### src/rtl/in_port_pkg.sv
// in_port_pkg
// Shared definitions for the input-port receiver:
//   - hs_state_t   : handshake FSM state encoding (IDLE, ACK)
//   - SYNC_STAGES  : depth of the ext_req synchronizer
//   - cnt_width()  : width of an occupancy counter that must hold 0..DEPTH
package in_port_pkg;

  typedef enum logic {
    IDLE = 1'b0,
    ACK  = 1'b1
  } hs_state_t;

  localparam int SYNC_STAGES = 2;

  // A counter for 0..DEPTH needs one bit more than a pointer into DEPTH slots.
  function automatic int cnt_width(input int depth);
    return $clog2(depth) + 1;
  endfunction

endpackage

### src/rtl/in_port_rx_sync2.sv
// sync2
// Two-flop synchronizer for a single asynchronous level signal.
// Both flops clear on reset so a stale request never survives a reset.
// Ports:
//   clk   in  sampling clock
//   reset in  asynchronous, active-high reset
//   d     in  asynchronous input level
//   q     out synchronized level, SYNC_STAGES clocks behind d
module sync2
  import in_port_pkg::*;
(
  input  logic clk,
  input  logic reset,
  input  logic d,
  output logic q
);

  logic [SYNC_STAGES-1:0] stages;

  // Shift the input through the chain; only the last stage is used.
  always_ff @(posedge clk or posedge reset) begin
    if (reset) begin
      stages <= '0;
    end else begin
      stages <= {stages[SYNC_STAGES-2:0], d};
    end
  end

  assign q = stages[SYNC_STAGES-1];

endmodule

### src/rtl/in_port_rx.sv
// in_port_rx
// Input-port receiver: takes bytes from an external producer over a 4-phase
// req/ack handshake and buffers them in a small show-ahead FIFO that the CPU
// drains with a one-cycle read strobe.
//
// Build option: define IN_PORT_SYNC_EN to pass ext_req through a 2-flop
// synchronizer (needed when the producer is asynchronous to clk). Without it,
// ext_req is used directly and must be synchronous to clk.
//
// Parameters:
//   WIDTH  data width in bits
//   DEPTH  FIFO entries (power of two, >= 2)
// Ports:
//   clk       in   clock, all state changes on the rising edge
//   reset     in   asynchronous, active-high reset
//   ext_req   in   producer request
//   ext_data  in   producer data, stable while ext_req is high
//   ext_ack   out  registered handshake acknowledge
//   rd        in   CPU pop strobe
//   rd_data   out  FIFO head, 0 when empty
//   rd_valid  out  FIFO not empty
//   full      out  FIFO holds DEPTH entries
//   count     out  number of stored entries
module in_port_rx
  import in_port_pkg::*;
#(
  parameter int WIDTH = 8,
  parameter int DEPTH = 4
) (
  input  logic                          clk,
  input  logic                          reset,
  input  logic                          ext_req,
  input  logic [WIDTH-1:0]              ext_data,
  output logic                          ext_ack,
  input  logic                          rd,
  output logic [WIDTH-1:0]              rd_data,
  output logic                          rd_valid,
  output logic                          full,
  output logic [cnt_width(DEPTH)-1:0]   count
);

  localparam int PW = $clog2(DEPTH);
  localparam int CW = cnt_width(DEPTH);
  localparam logic [CW-1:0] DEPTH_C = CW'(DEPTH);

  logic              req_s;
  hs_state_t         state_q;
  hs_state_t         state_d;
  logic              wr_en;
  logic              rd_en;
  logic [PW-1:0]     wr_ptr;
  logic [PW-1:0]     rd_ptr;
  logic [WIDTH-1:0]  mem [0:DEPTH-1];

  // Request input stage: synchronized or taken as-is depending on the build.
`ifdef IN_PORT_SYNC_EN
  sync2 u_sync2 (
    .clk   (clk),
    .reset (reset),
    .d     (ext_req),
    .q     (req_s)
  );
`else
  assign req_s = ext_req;
`endif

  // Handshake state register.
  always_ff @(posedge clk or posedge reset) begin
    if (reset) begin
      state_q <= IDLE;
    end else begin
      state_q <= state_d;
    end
  end

  // Next-state logic. A byte is written only on the IDLE->ACK transition, so
  // each request high phase produces exactly one write. A full FIFO keeps the
  // FSM in IDLE and the producer simply waits with ack low.
  always_comb begin
    state_d = state_q;
    wr_en   = 1'b0;
    case (state_q)
      IDLE: begin
        if (req_s && !full) begin
          wr_en   = 1'b1;
          state_d = ACK;
        end
      end
      ACK: begin
        if (!req_s) begin
          state_d = IDLE;
        end
      end
      default: state_d = IDLE;
    endcase
  end

  // ack comes straight from the state flop, so it is glitch-free toward the producer.
  assign ext_ack = (state_q == ACK);

  // Pops on an empty FIFO are dropped here so pointers and count never move.
  assign rd_en = rd && rd_valid;

  // Storage needs no reset: empty slots are never visible because rd_data
  // is forced to 0 while the FIFO is empty.
  always_ff @(posedge clk) begin
    if (wr_en) begin
      mem[wr_ptr] <= ext_data;
    end
  end

  // Pointers wrap naturally because DEPTH is a power of two.
  always_ff @(posedge clk or posedge reset) begin
    if (reset) begin
      wr_ptr <= '0;
      rd_ptr <= '0;
    end else begin
      if (wr_en) begin
        wr_ptr <= wr_ptr + PW'(1);
      end
      if (rd_en) begin
        rd_ptr <= rd_ptr + PW'(1);
      end
    end
  end

  // Occupancy: a simultaneous write and pop leaves the count unchanged.
  always_ff @(posedge clk or posedge reset) begin
    if (reset) begin
      count <= '0;
    end else begin
      case ({wr_en, rd_en})
        2'b10:   count <= count + CW'(1);
        2'b01:   count <= count - CW'(1);
        default: count <= count;
      endcase
    end
  end

  assign full     = (count == DEPTH_C);
  assign rd_valid = (count != '0);
  assign rd_data  = rd_valid ? mem[rd_ptr] : '0;

endmodule

### config.mk
export PLATFORM = sky130hd
export DESIGN_NAME = in_port_rx
export DESIGN_NICKNAME = d
export VERILOG_FILES = /design/src/rtl/in_port_pkg.sv /design/src/rtl/in_port_rx_sync2.sv /design/src/rtl/in_port_rx.sv
export SDC_FILE = /design/constraint.sdc
export NUM_CORES = 1
export LEC_CHECK = 0
export ABC_CLOCK_PERIOD_IN_PS = 2350
export BUFFER_PORTS_ARGS = -buffer_cell sky130_fd_sc_hd__clkbuf_2
export CAP_MARGIN = 20
export CORE_AREA = 2 2 54 67
export CTS_CLUSTER_DIAMETER = 150
export DETAILED_ROUTE_END_ITERATION = 6
export DIE_AREA = 0 0 56 69
export MAX_ROUTING_LAYER = met4
export PLACE_DENSITY = 0.75
export SYNTH_ARGS = -nofsm -noshare
export SYNTH_HDL_FRONTEND = slang
export SYNTH_SLANG_ARGS = --single-unit
### constraint.sdc
create_clock -name clk -period 2.35 [get_ports clk]
set_input_delay 0 -clock clk [delete_from_list [all_inputs] [get_ports clk]]
set_output_delay 0 -clock clk [all_outputs]
set_load 0.05 [all_outputs]
**Word level (Yosys, flattened, before mapping)**

Memories as Yosys holds them, arrays and structs flattened.
Cells that the tools add are included.

- Bits of input ports: 12
- Output and inout bits: 14
- Memories: 1
- RAM bits: 32
- Bits in registers: 8

Memory list:

| memory | depth | width | rd ports | clocked after Yosys merged registers in | wr ports | RTL line | text |
|---|---|---|---|---|---|---|---|
| mem | 4 | 8 | 1 | 0 | 1 | in_port_rx.sv:53 | `logic [WIDTH-1:0] mem [0:DEPTH-1];` |

- Muxes and demuxes: 8
- Equality and inequality tests: 3
- Reduce and logical (&&, ||, !) cells: 5
- Bitwise gates (word level): 1
- Add/subtract/negate cells: 4

Operators with widths:

| cell | number |
|---|---|
| 2-to-1 mux 8 bit | 1 |
| one-hot mux 3 bit (2 select lines) | 1 |
| 2-to-1 mux 1 bit | 5 |
| adder 2 x 1 -> 2 bit (second input constant) | 2 |
| adder 3 x 1 -> 3 bit (second input constant) | 1 |
| equality test 3 bit (second input constant) | 1 |
| nonzero test 3 bit | 1 |
| subtractor 3 x 1 -> 3 bit (second input constant) | 1 |
| equality test 2 x 1 -> 1 bit (second input constant) | 1 |
| equality test 2 bit (second input constant) | 1 |
| logical AND 1 bit | 2 |
| one-hot mux 1 bit (2 select lines) | 1 |
| nonzero test 2 bit | 1 |
| zero test 1 bit | 1 |
| inverter 1 bit | 1 |

**Logic depth before layout (Yosys ltp)**

Gate-level depths: netlist (run 1).

- Word-level depth: 7
- Mapped depth: 9

**Worst setup path before layout (run 1)**

Ideal clock, no wire load.

- Path kind: register to register
- Start: register count[2]
- End: register count[2]
- Buffers on the path: 0
- Stages on the path, launching flop included: 10
- Arrival: 2.701 ns
- Path slack: -0.433 ns
- Cell sequence: dfrtp_1 nor3b_2 nor3b_4 inv_1 ha_1 inv_1 fa_1 xor2_1 nor2_1 xor2_1

- Word-level cells in the longest chain between the ends: 7

Ends and longest elaborated chain:

| element | RTL line | text |
|---|---|---|
| start, declared | in_port_rx.sv:39 | `output logic [cnt_width(DEPTH)-1:0] count` |
| start signal, assigned | in_port_rx.sv:133 | `2'b10: count <= count + CW'(1);` |
| start signal, assigned | in_port_rx.sv:134 | `2'b01: count <= count - CW'(1);` |
| start signal, assigned | in_port_rx.sv:135 | `default: count <= count;` |
| equality test 3 bit (*) | in_port_rx.sv:140 | `assign full = (count == DEPTH_C);` |
| named net full | in_port_rx.sv:38 | `output logic full,` |
| zero test 1 bit (*) | in_port_rx.sv:84 | `if (req_s && !full) begin` |
| logical AND 1 bit (*) | in_port_rx.sv:84 |  |
| 2-to-1 mux 1 bit (*) | in_port_rx.sv:84 |  |
| 2-to-1 mux 1 bit (*) | in_port_rx.sv:82 | `case (state_q)` |
| equality test 2 x 1 -> 1 bit / equality test 2 bit (equally long branches) | in_port_rx.sv:132 | `case ({wr_en, rd_en})` |
| one-hot mux 3 bit (2 select lines) / nonzero test 2 bit (equally long branches) | - |  |

The timed path passes the listed nets; every way through them passes the cells marked *.
A chain may end at the register's enable or synchronous reset.

**Worst setup path in the final report (run 1)**

- Start: register count[0]
- End: register count[2]

RTL lines:

| element | RTL line | text |
|---|---|---|
| nonzero test 3 bit (*) | in_port_rx.sv:141 | `assign rd_valid = (count != '0);` |
| logical AND 1 bit (*) | in_port_rx.sv:102 | `assign rd_en = rd && rd_valid;` |
| named net rd_en | in_port_rx.sv:50 | `logic rd_en;` |
| equality test 2 x 1 -> 1 bit / equality test 2 bit (equally long branches) | in_port_rx.sv:132 |  |
| one-hot mux 3 bit (2 select lines) / nonzero test 2 bit (equally long branches) | - |  |

Marked as above.

==> results.md, run 1 <==
* Post-synth EDFFs at 32
* Die ar. at 0.00386 mm2
* Lkg Pwr at 0.799 nW
* Max Fclk at 0.494 GHz
* Final cell count without fillers at 170
* Arrival @ worst endpoint at 2200 ps
* CP Class: register to register
* Ant diodes at 0
* Synth area leader: edfxtp_1
* Cell area after layout at 0.00206 mm2
* VDD IR-drop max at 0.830 mV
* Gr usage total at 17.1%
* Setup violators final at 0
* Reg clk slew, reported paths at 70 ps
* Final hold viol count at 0
* Max cap viols at 0
* Hold WC Path Type: primary input to asynchronous set/reset pin
* Endpoint type of the worst setup path: register
* Num CTS Buffers at 5
* Yosys top cell area share at a little under three fifths
* Cell Pwr Density at 1330 mW/mm2
* Post-DP Area at 0.00187 mm2
* Post-synth ARST share at 20.0%
* Gpl congestion at 0.726
* Mapped Area at approximately 0.0017 mm2
* Root buffer cell: clkbuf_8
* Initial Util at 53.0%
* Initial antenna violation count at 0
* Ys flop type: edfxtp_1
* Final Skew at ~6 ps
* Crit path from: count[0]
* Die width at 56 um
* Final critical-path required period at 2020 ps
* Slew Limit Fails at 0
* Yosys warnings at 0
* RR Endpoint: count[2]
* Final worst path period share at 86.1%
* Worst-Margin Slew at 438 ps
* Final #Nets at 151
* Row count at 23
* PortBufs at 25
* Synth cell types at 20
* Status: finished, final reports clean
* Layout cell share with drive strength beyond 1 at 39.1%
* Vias per inst at 5.14
* Slew Limit Headroom at 70.8%
* P&R area growth vs syn at 21.0%
* Area contributors post-synth: edfxtp_1 56%, dfrtp_1 12%, mux4_2 11%, and2_1 4.4%, ha_1 3.7%
* Worst Setup EP: count[2]
* Setup TNS at 0 ps
* Drt wl/cell at 16.2 um
* CP required at 2520 ps
* Vias post-DR at between 800 and 900
* Register area share after synthesis at between 60% and 70%
* Launching point of the worst reg2reg path: count[0]
* Register bit total from synthesis at 40
* Core region area at about 0.0032 mm2
* Vias in the first global route at 994
* Die Y at 69 um
* Global-route wire length before repair at 4.60 mm
* Routed wire length at 2.75 mm
* Post-Syn Area per Cell at 18.6 um2
* Clock H-tree levels at 2
* Clock Latency Late Sink at 290 ps
* Flop2flop setup slack at between 300 and 400 ps
* Placed Cells incl. Taps at 152
* RSZ-0062 raised after global routing: no
* Synthesized instance count at 92
* I/O Pins at 26
* Most common cell in the netlist: edfxtp_1
* Crit path max fanout at 11
* Worst Setup Start Kind: register
* R2R cell count at 8
* Sink count of the clock tree at 40
* CTS tree: yes
* Clock Path Buffers at 2
* DRT Pass-1 Iters at 4
* Iteration-0 DRC Markers at 20
* Net count after synthesis at 110
* Fillers at 251
* Largest net degree at the start of global routing at 13
* Commonest cells in the netlist: 32 x edfxtp_1, 12 x and2_1, 8 x dfrtp_1, 8 x inv_1, 8 x mux4_2
* Final antenna-violating net count at 0
* Global route overflow at 0
* Post-route DRC at 0
==> layout make-up <==
class / instances / area (um2) / area share [%]
Timing Repair Buffer: 37 / 243 / 11.8
Sequential cell: 40 / 1160 / 56.4
Multi-Input combinational cell: 41 / 499 / 24.2
Inverter: 8 / 30.0 / 1.45
Tap cell: 37 / 46.3 / 2.24
Clock buffer: 5 / 68.8 / 3.33
Clock inverter: 2 / 12.5 / 0.606
==> where the power goes <==
group / internal (W) / switching, W / total, W / leakage [nW]
combinational: 0.000455 / 0.000827 / 0.00128 / 0.378
clock: 0.000201 / 0.000230 / 0.000431 / 0.0400
sequential: 0.000913 / 0.000131 / 0.00104 / 0.381
==> worst min-delay path by stage <==
stage	slack (ps)	to	startpoint
2_1_floorplan	-180	ext_ack	reset
3_3_place_gp	-60	rd_ptr[1]	reset
3_5_place_dp	-40	rd_ptr[1]	reset
4_1_cts	190	rd_ptr[0]	reset
5_1_grt	220	wr_ptr[1]	reset
6_report	180	rd_ptr[1]	reset
==> critical path, stage by stage (launching register included) <==
cell and delay (ps):
dfrtp_2 450, or3_4 470, and2_4 190, ha_2 180, inv_1 70, fa_2 190, xor2_1 140, nor2_1 70
xor2_1 140
==> placed cells by master, fill, tap and decap left out, drive strengths merged <==
cell type,instances
clkinvlp,1
dfrtp,8
nand3,1
and2,13
or3,1
clkbuf,30
nor3b,2
xnor2,3
a21boi,1
mux2i,1
buf,1
mux2,1
nor2,1
xor2,3
mux4,8
ha,5
clkinv,1
fa,1
edfxtp,32
inv,8
dlygate4sd3,11
==> sequential cells by signal (all words and copies together) (netlist names) <==
signal and flops:
ext_ack 1, count 3, wr_ptr 2, rd_ptr 2, mem 32
==> routing by layer <==
metal  GRT usage, %  vias up  routed length [um]
met2           29.0       16                1500
met5              -        -                   0
li1               -      414                   -
met4           9.52        0                  72
met3           4.13        8                  85
met1           18.0      435                1100
==> through the flow <==
step / util (%) / hold slack, ps / setup slack [ps] / total power (W)
after floorplan: - / -185 / -44.9 / 0.00210
after global placement: 58.1 / -60.2 / 379 / 0.00231
after detailed placement: 58.1 / -44.8 / 330 / 0.00235
after CTS: 64.1 / 194 / 316 / 0.00279
after global routing: 64.1 / 223 / 188 / 0.00292
final: 64.1 / 185 / 326 / 0.00276
==> timing repair <==
item | in CTS | in global routing
hold endpoints to repair | 42 | 0
gates resized for setup | 0 | 0
setup buffers | 0 | 0
hold buffers | 11 | 0
==> logic make-up after synthesis <==
| family | Yosys count | share of synthesized area, % |
|---|---|---|
| simple gates | 18 | 8.21 |
| buf+inv | 11 | 3.37 |
| mux | 10 | 12.0 |
| flops | 40 | 68.0 |
| compound gates | 1 | 0.440 |
| fa+ha+maj | 6 | 4.84 |
| xor+xnor | 6 | 3.08 |
Power figures use the tool's default switching activity.
==> inputs of run 2 (changes only) <==
- PLACE_DENSITY: 0.75 -> 0.78
==> run 2 against run 1 <==
  * Largest power group unchanged
  * Highest routed layer unchanged
  * Core utilization barely moved
  * Total power hardly changed
  * Fmax hardly changed
  * Critical path type unchanged
  * Sequential power about the same
  * Register-to-register slack about the same
==> results.md, run 2 (synthesis results as in run 1) <==
* Row count at 23
* Cell Pwr Density at 1330 mW/mm2
* Iteration-0 DRC Markers at 19
* Max reg flops at 32
* Initial Util at about 53%
* CP Class: register to register
* Status: finished, final reports clean
* Routed wire length at 2.77 mm
* Arrival @ worst endpoint at 2190 ps
* Launching point of the worst reg2reg path: count[0]
* Final critical-path required period at 2020 ps
* Initial antenna violation count at 0
* Clock Path Buffers at 2
* Post-route DRC at 0
* Gpl congestion at 0.680
* Root buffer cell: clkbuf_8
* Largest net degree at the start of global routing at 12
* CTS tree: yes
* Endpoint type of the worst setup path: register
* Hold WC Path Type: primary input to asynchronous set/reset pin
* Clock H-tree levels at 2
* Largest Register: mem
* Pwr Total at about 0.0028 W
* Worst Setup EP: count[2]
* Final Skew at 6.76 ps
* P&R area growth vs syn at 20.9%
* Top Registers: mem (32), count (3)
* Max cap viols at 0
* PortBufs at 25
* Vias per inst at 5.35
* Layout cell share with drive strength beyond 1 at 37.3%
* Lkg Pwr at approximately 0.80 nW
* Vias post-DR at 914
* Final #Nets at 151
* M2 GR Usage at 27.6%
* Drt wl/cell at around 16 um
* DRT Pass-1 Iters at 4
* Final HPWL DP at 1.93 mm
* RSZ-0062 raised after global routing: no
* Crit path max fanout at 11
* Most Crowded Layer GR: met2
* Most frequent cells in the layout: 32 x edfxtp_1, 25 x clkbuf_2, 12 x and2_1
* Num CTS Buffers at 5
* Clock Latency Late Sink at 290 ps
* Global-route wire length before repair at 4.71 mm
* Hold-fix buffers, CTS at 11
* Core region area at 0.00322 mm2
* Die Y at 69 um
* Setup violators final at 0
* Most common cell after layout, fill and taps aside: edfxtp_1
* Slew Limit Fails at 0
* Slew Limit Headroom at 69.7%
* I/O Pins at 26
* Final hold viol count at 0
* Vias in the first global route at 1,033
* Sink count of the clock tree at 40
* CP peak stage delay at 470 ps
* Global route overflow at 0
* RR Endpoint: count[2]
* Met1 usage at 19.6%
* Post-CTS resize count at 0
* CP required at 2520 ps
* Worst hold slack at 194 ps
* R2R cell count at 8
* Critical path, cell by cell: or3_4 -> and2_4 -> ha_2 -> inv_1 -> fa_2 -> xor2_1 -> nor2_1 -> xor2_1
* Gr usage total at 17.4%
* Worst-Margin Slew at 454 ps
* Ant diodes at 0
* Max Fclk at 0.494 GHz
* Final worst path period share at approximately 86%
* Setup bufs post-CTS at 0
* Worst Setup Start Kind: register
* Die width at around 56 um
* Flop2flop setup slack at 330 ps
* Reg clk slew, reported paths at 70 ps
* Final antenna-violating net count at 0
* Grt met3 use at between 6 and 7%
* Die ar. at 0.00386 mm2
* Worst path most repeated cell: xor2_1
* VDD IR-drop max at 0.828 mV
* Slowest-stage cell, CP: or3_4
* Crit path from: count[0]
-- run 2: cell types whose count changed in the layout (fill, tap and decap cells not counted), sizes merged --
cell      previous run  this run
clkbuf              30        32
clkinvlp             1         0
-- run 2: metal layers --
layer  wire length, um  part of all wire [%]  up-vias
met2              1530                    55       22
li1                  -                     -      416
met1              1090                    39      472
met3               110                   4.0        4
met5                 0                     0        -
met4                41                   1.5        0
-- run 2: metrics by stage --
| stage | instance area, um2 | setup WS, ps | TNS (ps) | std cells | utilization [%] |
|---|---|---|---|---|---|
| after global routing | 2060 | 233 | 0 | 171 | 64.0 |
| after detailed placement | 1870 | 314 | 0 | 152 | 58.1 |
| after floorplan | 1720 | -44.9 | -44.9 | 92 | - |
| after CTS | 2060 | 307 | 0 | 171 | 64.0 |
| final | 2060 | 326 | 0 | 171 | 64.0 |
| after global placement | 1870 | 385 | 0 | 152 | 58.1 |
-- run 2: cell type report --
class	count	area, um2
clock buffers	7	76.3
inverters	8	30.0
repair buffers	37	243
fillers	239	1160
clock inverters	1	3.75
flip-flops and latches	40	1160
well taps	37	46.3
multi-input cells	41	499
-- run 2: how the worst min path moves through the flow --
stage | startpoint | to | slack, ps | cells past startpoint
floorplan | reset | ext_ack | -180 | 1
CTS | reset | wr_ptr[1] | 190 | 3
detailed placement | reset | ext_ack | -50 | 2
global placement | reset | wr_ptr[1] | -60 | 2
finish | reset | wr_ptr[1] | 190 | 3
global route | reset | rd_ptr[0] | 200 | 3
-- run 2: worst max-delay path: cells and delay by family, from the launching register on --
kind | cells | cell delay (ps)
buffers and inverters | 1 | 70
XOR/XNOR | 2 | 290
AND/OR/NAND/NOR | 3 | 730
adder cells (fa/ha/maj) | 2 | 370
flip-flops | 1 | 450
-- run 2: where the power goes --
part           leakage [nW]  internal, W  total (W)  switching (W)
combinational         0.378     0.000457    0.00129       0.000832
sequential            0.381     0.000913    0.00104       0.000131
clock                0.0399     0.000206   0.000420       0.000214
